--- config.mk ---
export PLATFORM = sky130hd
export DESIGN_NAME = bp_be_issue_buffer_flat
export DESIGN_NICKNAME = d
export VERILOG_FILES = /design/src/rtl/bp_be_issue_buffer_if.sv /design/src/rtl/bp_be_issue_buffer.sv /design/src/flat_wrapper.sv
export SDC_FILE = /design/constraint.sdc
export NUM_CORES = 1
export LEC_CHECK = 0
export ABC_AREA = 1
export BUFFER_PORTS_ARGS = -buffer_cell sky130_fd_sc_hd__buf_2
export CAP_MARGIN = 20
export CORE_MARGIN = 3
export CORE_UTILIZATION = 50
export CTS_CLUSTER_SIZE = 25
export DETAILED_ROUTE_END_ITERATION = 6
export PLACE_DENSITY = 0.64
export SYNTH_ARGS = -nofsm -noshare
export SYNTH_HDL_FRONTEND = slang
export SYNTH_SLANG_ARGS = --single-unit
--- constraint.sdc ---
create_clock -name clk_i -period 11.2 [get_ports clk_i]
set_input_delay 0.56 -clock clk_i [delete_from_list [all_inputs] [get_ports clk_i]]
set_output_delay 0.56 -clock clk_i [all_outputs]
set_load 0.02 [all_outputs]
--- src/rtl/bp_be_issue_buffer_if.sv ---
// Issue-buffer handshake bundle: front-end fetch side, flush/dispatch
// control from the backend, and the head-of-buffer issue status.
// The buffer connects through the slave modport; the driver of fetch
// and dispatch (front end / checker) uses the master modport.
interface bp_be_issue_buffer_if #(
    parameter int depth_p       = 8,
    parameter int vaddr_width_p = 39,
    parameter int instr_width_p = 32
);
    localparam int count_width_lp = $clog2(depth_p) + 1;

    // Front-end fetch handshake
    logic                      fe_v_i;
    logic [vaddr_width_p-1:0]  fe_pc_i;
    logic [instr_width_p-1:0]  fe_instr_i;
    logic                      fe_ready_o;

    // Backend control
    logic                      flush_i;
    logic                      dispatch_i;

    // Head-of-buffer issue status
    logic                      issue_v_o;
    logic [vaddr_width_p-1:0]  issue_pc_o;
    logic [instr_width_p-1:0]  issue_instr_o;
    logic [4:0]                rs1_addr_o;
    logic [4:0]                rs2_addr_o;
    logic [4:0]                rs3_addr_o;
    logic [4:0]                rd_addr_o;
    logic                      irs1_v_o;
    logic                      irs2_v_o;
    logic                      frs1_v_o;
    logic                      frs2_v_o;
    logic                      frs3_v_o;
    logic                      iwb_v_o;
    logic                      fwb_v_o;
    logic                      mem_v_o;
    logic                      csr_v_o;
    logic                      fence_v_o;
    logic [count_width_lp-1:0] count_o;

    modport slave (
        input  fe_v_i, fe_pc_i, fe_instr_i, flush_i, dispatch_i,
        output fe_ready_o, issue_v_o, issue_pc_o, issue_instr_o,
               rs1_addr_o, rs2_addr_o, rs3_addr_o, rd_addr_o,
               irs1_v_o, irs2_v_o, frs1_v_o, frs2_v_o, frs3_v_o,
               iwb_v_o, fwb_v_o, mem_v_o, csr_v_o, fence_v_o, count_o
    );

    modport master (
        output fe_v_i, fe_pc_i, fe_instr_i, flush_i, dispatch_i,
        input  fe_ready_o, issue_v_o, issue_pc_o, issue_instr_o,
               rs1_addr_o, rs2_addr_o, rs3_addr_o, rd_addr_o,
               irs1_v_o, irs2_v_o, frs1_v_o, frs2_v_o, frs3_v_o,
               iwb_v_o, fwb_v_o, mem_v_o, csr_v_o, fence_v_o, count_o
    );
endinterface

--- src/rtl/bp_be_issue_buffer.sv ---
// Instruction issue buffer between fetch and the backend hazard detector.
// Circular buffer of depth_p entries; each entry stores PC, instruction
// and the operand/writeback/class flags predecoded at enqueue time.
// The head entry is presented as issue status; dispatch pops it, flush
// drops everything.
// Optional feature: define BP_BE_ISSUE_BUFFER_BYPASS_EN to let an incoming
// instruction drive the head outputs in the same cycle when the buffer is
// empty (and be consumed without a write if dispatched that cycle).
module bp_be_issue_buffer #(
    parameter int depth_p       = 8,
    parameter int vaddr_width_p = 39,
    parameter int instr_width_p = 32
) (
    input logic                 clk_i,
    input logic                 reset_n_i,
    bp_be_issue_buffer_if.slave bus
);
    localparam int idx_w_lp = $clog2(depth_p);
    localparam int ptr_w_lp = idx_w_lp + 1;

    localparam logic [6:0] op_load_lp     = 7'b0000011;
    localparam logic [6:0] op_load_fp_lp  = 7'b0000111;
    localparam logic [6:0] op_misc_mem_lp = 7'b0001111;
    localparam logic [6:0] op_imm_lp      = 7'b0010011;
    localparam logic [6:0] op_auipc_lp    = 7'b0010111;
    localparam logic [6:0] op_imm_32_lp   = 7'b0011011;
    localparam logic [6:0] op_store_lp    = 7'b0100011;
    localparam logic [6:0] op_store_fp_lp = 7'b0100111;
    localparam logic [6:0] op_amo_lp      = 7'b0101111;
    localparam logic [6:0] op_op_lp       = 7'b0110011;
    localparam logic [6:0] op_lui_lp      = 7'b0110111;
    localparam logic [6:0] op_op_32_lp    = 7'b0111011;
    localparam logic [6:0] op_fmadd_lp    = 7'b1000011;
    localparam logic [6:0] op_fmsub_lp    = 7'b1000111;
    localparam logic [6:0] op_fnmsub_lp   = 7'b1001011;
    localparam logic [6:0] op_fnmadd_lp   = 7'b1001111;
    localparam logic [6:0] op_op_fp_lp    = 7'b1010011;
    localparam logic [6:0] op_branch_lp   = 7'b1100011;
    localparam logic [6:0] op_jalr_lp     = 7'b1100111;
    localparam logic [6:0] op_jal_lp      = 7'b1101111;
    localparam logic [6:0] op_system_lp   = 7'b1110011;

    typedef struct packed {
        logic irs1_v;
        logic irs2_v;
        logic frs1_v;
        logic frs2_v;
        logic frs3_v;
        logic iwb_v;
        logic fwb_v;
        logic mem_v;
        logic csr_v;
        logic fence_v;
    } predecode_s;

    // Opcode-driven predecode of operand sources, writeback target and class.
    function automatic predecode_s predecode(input logic [31:0] instr);
        predecode_s pd;
        logic [6:0] op;
        logic [2:0] f3;
        logic [4:0] f5;
        pd = '0;
        op = instr[6:0];
        f3 = instr[14:12];
        f5 = instr[31:27];
        case (op)
            op_op_lp, op_op_32_lp: begin
                pd.irs1_v = 1'b1; pd.irs2_v = 1'b1; pd.iwb_v = 1'b1;
            end
            op_imm_lp, op_imm_32_lp, op_jalr_lp: begin
                pd.irs1_v = 1'b1; pd.iwb_v = 1'b1;
            end
            op_load_lp: begin
                pd.irs1_v = 1'b1; pd.iwb_v = 1'b1; pd.mem_v = 1'b1;
            end
            op_store_lp: begin
                pd.irs1_v = 1'b1; pd.irs2_v = 1'b1; pd.mem_v = 1'b1;
            end
            op_branch_lp: begin
                pd.irs1_v = 1'b1; pd.irs2_v = 1'b1;
            end
            op_amo_lp: begin
                pd.irs1_v = 1'b1; pd.irs2_v = 1'b1;
                pd.iwb_v  = 1'b1; pd.mem_v  = 1'b1;
            end
            op_load_fp_lp: begin
                pd.irs1_v = 1'b1; pd.fwb_v = 1'b1; pd.mem_v = 1'b1;
            end
            op_store_fp_lp: begin
                pd.irs1_v = 1'b1; pd.frs2_v = 1'b1; pd.mem_v = 1'b1;
            end
            op_lui_lp, op_auipc_lp, op_jal_lp: begin
                pd.iwb_v = 1'b1;
            end
            op_fmadd_lp, op_fmsub_lp, op_fnmsub_lp, op_fnmadd_lp: begin
                pd.frs1_v = 1'b1; pd.frs2_v = 1'b1;
                pd.frs3_v = 1'b1; pd.fwb_v  = 1'b1;
            end
            op_op_fp_lp: begin
                case (f5)
                    // FCVT from int, FMV.W.X: integer source, FP result
                    5'b11010, 5'b11110: begin
                        pd.irs1_v = 1'b1; pd.fwb_v = 1'b1;
                    end
                    // FSQRT, FCVT between FP formats: single FP source
                    5'b01011, 5'b01000: begin
                        pd.frs1_v = 1'b1; pd.fwb_v = 1'b1;
                    end
                    // FCVT to int, FMV.X / FCLASS: single FP source, int result
                    5'b11000, 5'b11100: begin
                        pd.frs1_v = 1'b1; pd.iwb_v = 1'b1;
                    end
                    // Compares: two FP sources, int result
                    5'b10100: begin
                        pd.frs1_v = 1'b1; pd.frs2_v = 1'b1; pd.iwb_v = 1'b1;
                    end
                    default: begin
                        pd.frs1_v = 1'b1; pd.frs2_v = 1'b1; pd.fwb_v = 1'b1;
                    end
                endcase
            end
            op_system_lp: begin
                pd.csr_v  = 1'b1;
                pd.irs1_v = (f3 == 3'd1) || (f3 == 3'd2) || (f3 == 3'd3);
                pd.iwb_v  = (f3 != 3'd0);
            end
            op_misc_mem_lp: begin
                pd.fence_v = 1'b1;
            end
            default: pd = '0;
        endcase
        return pd;
    endfunction

    logic [ptr_w_lp-1:0] wr_ptr_reg, wr_ptr_next;
    logic [ptr_w_lp-1:0] rd_ptr_reg, rd_ptr_next;
    logic [ptr_w_lp-1:0] count_reg, count_next;

    logic [vaddr_width_p-1:0] pc_mem    [depth_p];
    logic [instr_width_p-1:0] instr_mem [depth_p];
    predecode_s               pd_mem    [depth_p];

    logic [idx_w_lp-1:0] wr_idx;
    logic [idx_w_lp-1:0] rd_idx;
    logic                empty;
    logic                full;
    logic                ready;
    logic                enq;
    logic                deq;
    logic                bypass_v;
    predecode_s          fe_pd;

    logic                     head_v;
    logic [vaddr_width_p-1:0] head_pc;
    logic [instr_width_p-1:0] head_instr;
    predecode_s               head_pd;

    assign wr_idx = wr_ptr_reg[idx_w_lp-1:0];
    assign rd_idx = rd_ptr_reg[idx_w_lp-1:0];
    assign empty  = (wr_ptr_reg == rd_ptr_reg);
    assign full   = (wr_idx == rd_idx) &&
                    (wr_ptr_reg[ptr_w_lp-1] != rd_ptr_reg[ptr_w_lp-1]);
    assign ready  = ~full & reset_n_i;
    assign fe_pd  = predecode(bus.fe_instr_i[31:0]);

`ifdef BP_BE_ISSUE_BUFFER_BYPASS_EN
    assign bypass_v = empty & bus.fe_v_i & ~bus.flush_i & reset_n_i;
`else
    assign bypass_v = 1'b0;
`endif

    // A bypassed instruction that is dispatched in the same cycle is never written.
    assign enq = bus.fe_v_i & ready & ~bus.flush_i & ~(bypass_v & bus.dispatch_i);
    // Only stored entries advance the read pointer; a bypass pop leaves it alone.
    assign deq = bus.dispatch_i & ~empty & ~bus.flush_i;

    // Pointer and occupancy registers; flush wins over enq/deq.
    always_ff @(posedge clk_i or negedge reset_n_i) begin
        if (!reset_n_i) begin
            wr_ptr_reg <= '0;
            rd_ptr_reg <= '0;
            count_reg  <= '0;
        end else begin
            wr_ptr_reg <= wr_ptr_next;
            rd_ptr_reg <= rd_ptr_next;
            count_reg  <= count_next;
        end
    end

    // Next pointer/occupancy values from the enq/deq/flush events.
    always_comb begin
        wr_ptr_next = wr_ptr_reg;
        rd_ptr_next = rd_ptr_reg;
        count_next  = count_reg;
        if (bus.flush_i) begin
            wr_ptr_next = '0;
            rd_ptr_next = '0;
            count_next  = '0;
        end else begin
            if (enq) wr_ptr_next = wr_ptr_reg + ptr_w_lp'(1);
            if (deq) rd_ptr_next = rd_ptr_reg + ptr_w_lp'(1);
            case ({enq, deq})
                2'b10:   count_next = count_reg + ptr_w_lp'(1);
                2'b01:   count_next = count_reg - ptr_w_lp'(1);
                default: count_next = count_reg;
            endcase
        end
    end

    // Per-entry storage with one-hot write decode; contents need no reset
    // because head outputs are masked whenever the head is invalid.
    for (genvar gi = 0; gi < depth_p; gi++) begin : g_entry
        // Capture PC, instruction and predecode into this slot on enqueue.
        always_ff @(posedge clk_i) begin
            if (enq && (wr_idx == idx_w_lp'(gi))) begin
                pc_mem[gi]    <= bus.fe_pc_i;
                instr_mem[gi] <= bus.fe_instr_i;
                pd_mem[gi]    <= fe_pd;
            end
        end
    end

    // Select the head entry: storage, or the incoming instruction on bypass.
    always_comb begin
        head_v     = ~empty;
        head_pc    = pc_mem[rd_idx];
        head_instr = instr_mem[rd_idx];
        head_pd    = pd_mem[rd_idx];
`ifdef BP_BE_ISSUE_BUFFER_BYPASS_EN
        if (bypass_v) begin
            head_v     = 1'b1;
            head_pc    = bus.fe_pc_i;
            head_instr = bus.fe_instr_i;
            head_pd    = fe_pd;
        end
`endif
    end

    assign bus.fe_ready_o    = ready;
    assign bus.count_o       = count_reg;
    assign bus.issue_v_o     = head_v;
    assign bus.issue_pc_o    = {vaddr_width_p{head_v}} & head_pc;
    assign bus.issue_instr_o = {instr_width_p{head_v}} & head_instr;
    assign bus.rs1_addr_o    = {5{head_v}} & head_instr[19:15];
    assign bus.rs2_addr_o    = {5{head_v}} & head_instr[24:20];
    assign bus.rs3_addr_o    = {5{head_v}} & head_instr[31:27];
    assign bus.rd_addr_o     = {5{head_v}} & head_instr[11:7];
    assign bus.irs1_v_o      = head_v & head_pd.irs1_v;
    assign bus.irs2_v_o      = head_v & head_pd.irs2_v;
    assign bus.frs1_v_o      = head_v & head_pd.frs1_v;
    assign bus.frs2_v_o      = head_v & head_pd.frs2_v;
    assign bus.frs3_v_o      = head_v & head_pd.frs3_v;
    assign bus.iwb_v_o       = head_v & head_pd.iwb_v;
    assign bus.fwb_v_o       = head_v & head_pd.fwb_v;
    assign bus.mem_v_o       = head_v & head_pd.mem_v;
    assign bus.csr_v_o       = head_v & head_pd.csr_v;
    assign bus.fence_v_o     = head_v & head_pd.fence_v;

endmodule
--- src/flat_wrapper.sv ---
// flat-port wrapper written by rule: the top's interface ports become plain ports
module bp_be_issue_buffer_flat 
#(
    parameter int depth_p       = 8,
    parameter int vaddr_width_p = 39,
    parameter int instr_width_p = 32
)
  (clk_i, reset_n_i, bus_fe_v_i, bus_fe_pc_i, bus_fe_instr_i, bus_flush_i, bus_dispatch_i, bus_fe_ready_o, bus_issue_v_o, bus_issue_pc_o, bus_issue_instr_o, bus_rs1_addr_o, bus_rs2_addr_o, bus_rs3_addr_o, bus_rd_addr_o, bus_irs1_v_o, bus_irs2_v_o, bus_frs1_v_o, bus_frs2_v_o, bus_frs3_v_o, bus_iwb_v_o, bus_fwb_v_o, bus_mem_v_o, bus_csr_v_o, bus_fence_v_o, bus_count_o);
  bp_be_issue_buffer_if #(.depth_p(depth_p), .vaddr_width_p(vaddr_width_p), .instr_width_p(instr_width_p)) bus_i ();
  input logic clk_i;
  input logic reset_n_i;
  input wire logic [$bits(bus_i.fe_v_i)-1:0] bus_fe_v_i;
  input wire logic [$bits(bus_i.fe_pc_i)-1:0] bus_fe_pc_i;
  input wire logic [$bits(bus_i.fe_instr_i)-1:0] bus_fe_instr_i;
  input wire logic [$bits(bus_i.flush_i)-1:0] bus_flush_i;
  input wire logic [$bits(bus_i.dispatch_i)-1:0] bus_dispatch_i;
  output wire logic [$bits(bus_i.fe_ready_o)-1:0] bus_fe_ready_o;
  output wire logic [$bits(bus_i.issue_v_o)-1:0] bus_issue_v_o;
  output wire logic [$bits(bus_i.issue_pc_o)-1:0] bus_issue_pc_o;
  output wire logic [$bits(bus_i.issue_instr_o)-1:0] bus_issue_instr_o;
  output wire logic [$bits(bus_i.rs1_addr_o)-1:0] bus_rs1_addr_o;
  output wire logic [$bits(bus_i.rs2_addr_o)-1:0] bus_rs2_addr_o;
  output wire logic [$bits(bus_i.rs3_addr_o)-1:0] bus_rs3_addr_o;
  output wire logic [$bits(bus_i.rd_addr_o)-1:0] bus_rd_addr_o;
  output wire logic [$bits(bus_i.irs1_v_o)-1:0] bus_irs1_v_o;
  output wire logic [$bits(bus_i.irs2_v_o)-1:0] bus_irs2_v_o;
  output wire logic [$bits(bus_i.frs1_v_o)-1:0] bus_frs1_v_o;
  output wire logic [$bits(bus_i.frs2_v_o)-1:0] bus_frs2_v_o;
  output wire logic [$bits(bus_i.frs3_v_o)-1:0] bus_frs3_v_o;
  output wire logic [$bits(bus_i.iwb_v_o)-1:0] bus_iwb_v_o;
  output wire logic [$bits(bus_i.fwb_v_o)-1:0] bus_fwb_v_o;
  output wire logic [$bits(bus_i.mem_v_o)-1:0] bus_mem_v_o;
  output wire logic [$bits(bus_i.csr_v_o)-1:0] bus_csr_v_o;
  output wire logic [$bits(bus_i.fence_v_o)-1:0] bus_fence_v_o;
  output wire logic [$bits(bus_i.count_o)-1:0] bus_count_o;
  assign bus_i.fe_v_i = bus_fe_v_i;
  assign bus_i.fe_pc_i = bus_fe_pc_i;
  assign bus_i.fe_instr_i = bus_fe_instr_i;
  assign bus_i.flush_i = bus_flush_i;
  assign bus_i.dispatch_i = bus_dispatch_i;
  assign bus_fe_ready_o = bus_i.fe_ready_o;
  assign bus_issue_v_o = bus_i.issue_v_o;
  assign bus_issue_pc_o = bus_i.issue_pc_o;
  assign bus_issue_instr_o = bus_i.issue_instr_o;
  assign bus_rs1_addr_o = bus_i.rs1_addr_o;
  assign bus_rs2_addr_o = bus_i.rs2_addr_o;
  assign bus_rs3_addr_o = bus_i.rs3_addr_o;
  assign bus_rd_addr_o = bus_i.rd_addr_o;
  assign bus_irs1_v_o = bus_i.irs1_v_o;
  assign bus_irs2_v_o = bus_i.irs2_v_o;
  assign bus_frs1_v_o = bus_i.frs1_v_o;
  assign bus_frs2_v_o = bus_i.frs2_v_o;
  assign bus_frs3_v_o = bus_i.frs3_v_o;
  assign bus_iwb_v_o = bus_i.iwb_v_o;
  assign bus_fwb_v_o = bus_i.fwb_v_o;
  assign bus_mem_v_o = bus_i.mem_v_o;
  assign bus_csr_v_o = bus_i.csr_v_o;
  assign bus_fence_v_o = bus_i.fence_v_o;
  assign bus_count_o = bus_i.count_o;
  bp_be_issue_buffer #(.depth_p(depth_p), .vaddr_width_p(vaddr_width_p), .instr_width_p(instr_width_p)) u_core (.clk_i(clk_i), .reset_n_i(reset_n_i), .bus(bus_i));
endmodule
==> impl_metrics.env <==
export IMPL_status="complete, no violations"
export IMPL_grt_pass1_vias=16000
export IMPL_reg_top3="u_core.pc_mem x312, u_core.instr_mem x256, u_core.pd_mem x80"
export IMPL_grt_max_degree=122
export IMPL_cts_tree="yes"
export IMPL_clockBufferDepth=3
export IMPL_clock_skew_ns=0.0174
export IMPL_p_leak_nw=10.2
export IMPL_num_rows=83
export IMPL_mostFrequentLayoutCell="edfxtp_1"
export IMPL_synth_edf_count=648
export IMPL_syn2layout_area_growth_pct=12.3
export IMPL_ioPinCount=183
export IMPL_clock_latency_ns=0.59
export IMPL_die_h_um=236
export IMPL_dieArea_um2=55600
export IMPL_max_slew_margin_rel_pct=23.9
export IMPL_core_um2=51700
export IMPL_dp_hpwl_um=32200
export IMPL_final_hold_viol_count=0
export IMPL_start_util_pct=51.0
export IMPL_path_clk_slew_ns=0.06
export IMPL_routed_top_layer="met5"
export IMPL_crit_type="reg -> out"
export IMPL_via_count=16600
export IMPL_rsz0062_at_grt="false"
export IMPL_overflow=0
export IMPL_yosys_cell_types_count=33
export IMPL_viasPerCell=5.74
export IMPL_regMostFlops="u_core.pc_mem"
export IMPL_largest_register_ffs=312
export IMPL_grt_pass1_wl_um=94700
export IMPL_min_path_type="in -> reg"
export IMPL_worst_slew_pin_transition_ns=1.14
export IMPL_power_switching_mw=1.70
export IMPL_layout_cells_most_common_list="648 x edfxtp_1, 500 x nor2_1, 323 x o21ai_0, 182 x buf_2, 93 x o21ai_1"
export IMPL_finalCritPeriodShare_pct=44.3
export IMPL_postRouteAntennaNets=0
export IMPL_drt_total_wl_um=61100
export IMPL_clock_fmax_mhz=201
export IMPL_htreeDepth=3
export IMPL_numCtsBuffers=69
export IMPL_nets=2254
export IMPL_drc_errors=0
export IMPL_cts_sinks=660
export IMPL_clock_root_buffer="clkbuf_16"
export IMPL_netlist_instances=2045
export IMPL_dp_cells=2775
export IMPL_wl_met1_um=27500
export IMPL_instances_no_fill=2894
export IMPL_syn_nets=2131
export IMPL_place_congestion=0.807
export IMPL_synth_area_um2=26400
export IMPL_drv_slew=0
export IMPL_async_flop_share_pct=1.82
export IMPL_drive_gt1_share_pct=14.5
export IMPL_tns_ns=0
export IMPL_wl_met3_um=4270
export IMPL_path_max_fanout=85
export IMPL_critical_path_arrival_ns=4.40
export IMPL_finish_utilization_pct=57.3
export IMPL_avgSynthCellArea_um2=12.9
export IMPL_dr_wl_met2_um=28200
export IMPL_seq_power_share_pct=46.6
export IMPL_final_setup_viol_count=0
export IMPL_required_ns=10.64
export IMPL_antenna_found_initial=8
export IMPL_grt_use_total_pct=21.7
export IMPL_p_int_mw=4.28
export IMPL_synth_top_area_share_pct=73.8
export IMPL_firstDrtPassIters=5
export IMPL_ys_flop_type="edfxtp_1"
export IMPL_period_needed_ns=4.96
export IMPL_ys_seq_elements=660
export IMPL_synth_top_cell_by_area="edfxtp_1"
export IMPL_wire_per_inst_um=21.1
export IMPL_ys_seq_area_share_pct=74.9
export IMPL_clock_power_share_pct=35.2
export IMPL_drt_iter0_markers=1682
export IMPL_fp_dieW_um=236
export IMPL_start_kind="flop"
export IMPL_powerDensity_nw_per_um2=202
export IMPL_synthTopCellsByArea="edfxtp_1 74%, nor2_1 7.1%, o21ai_0 6.1%"
export IMPL_maxCapViolCount=0
export IMPL_yosys_warnings=0
export IMPL_cp_end_kind="output port"
export IMPL_combPwrFrac_pct=18.2
export IMPL_switching_share_pct=28.5
export IMPL_vdd_drop_max_mv=0.118
export IMPL_port_buffers=182
-- synthesized netlist by cell type, types with 5 or more instances --
| cell | count |
|---|---|
| inv_1 | 28 |
| o22ai_1 | 82 |
| o21ai_0 | 323 |
| nand2_2 | 5 |
| nand2_1 | 51 |
| ha_1 | 9 |
| nor2_1 | 502 |
| a31oi_1 | 81 |
| buf_4 | 31 |
| dfrtp_1 | 12 |
| o21ai_1 | 93 |
| buf_6 | 13 |
| buf_1 | 7 |
| buf_2 | 47 |
| nand3_1 | 13 |
| edfxtp_1 | 648 |
| nor3_1 | 14 |
| inv_2 | 5 |
| clkbuf_1 | 58 |
-- cell type report --
type	instances	area (um2)
clock buffers	92	1900
repair buffers	208	1130
fillers	4219	22100
inverters	33	139
diodes	3	7.51
flip-flops and latches	660	19800
multi-input cells	1196	5690
clock inverters	22	155
well taps	680	851
-- critical path, cell delays in order, from the launching register on --
cell and delay, ns:
dfrtp_4 0.98, buf_4 0.81, buf_4 0.82, o21ai_0 0.23, o22ai_1 0.22, o21ai_0 0.11, a31oi_1 0.25, buf_2 0.20
-- cell families after synthesis --
kind of cell               Yosys count  synth area share, %
DFF                                660                 74.9
and+or+nand+nor                    597                 8.86
AOI/OAI and AO/OA                  587                 12.0
buffers and inverters              189                 3.72
adders and majority gates           10                0.503
xor gates and xnor gates             2               0.0664
-- layer usage --
layer  GRT usage [%]  vias up
met3            3.95       96
li1                -     7738
met2            33.6      566
met1            31.6     8191
met4            6.60       10
met5               0        -
-- per-stage QoR --
stage	cell area, um2	hold slack, ns	setup slack, ns	power [mW]
floorplan	26400	0.264	3.90	3.61
global placement	27500	0.488	6.85	3.91
detailed placement	27500	0.493	6.83	3.93
CTS	29600	0.208	6.18	6.03
global route	29600	0.235	5.94	6.23
finish	29600	0.241	6.24	5.99
-- worst paths after layout --
path                                       startpoint                    end  slack (ns)  depth (start not counted)
min in group asynchronous                   reset_n_i  u_core.bus.count_o[0]        0.42                          2
worst min-delay path                  bus_fe_pc_i[17]   u_core.pc_mem[6][17]        0.24                          1
worst min register to register  u_core.bus.count_o[2]  u_core.bus.count_o[2]        0.52                          2
worst max-delay path             u_core.rd_ptr_reg[0]     bus_issue_pc_o[24]        6.24                          7
worst max register to register   u_core.rd_ptr_reg[0]   u_core.pc_mem[7][30]        6.79                          9
max in group asynchronous                   reset_n_i   u_core.rd_ptr_reg[0]       10.47                          2
-- timing repair --
action,4_1_cts,5_1_grt
resized for setup,0,0
hold buffers,1,0
hold endpoints to repair,12,0
buffers inserted,0,0
-- power by group through the flow --
stage,registers (mW),logic [mW],clock network [mW]
global route,2.79,1.20,2.25
CTS,2.79,1.09,2.15
finish,2.79,1.09,2.11
floorplan,2.82,0.789,0
detailed placement,2.84,1.09,0
global placement,2.84,1.08,0
Note: power is estimated with default switching activity, not from simulation.
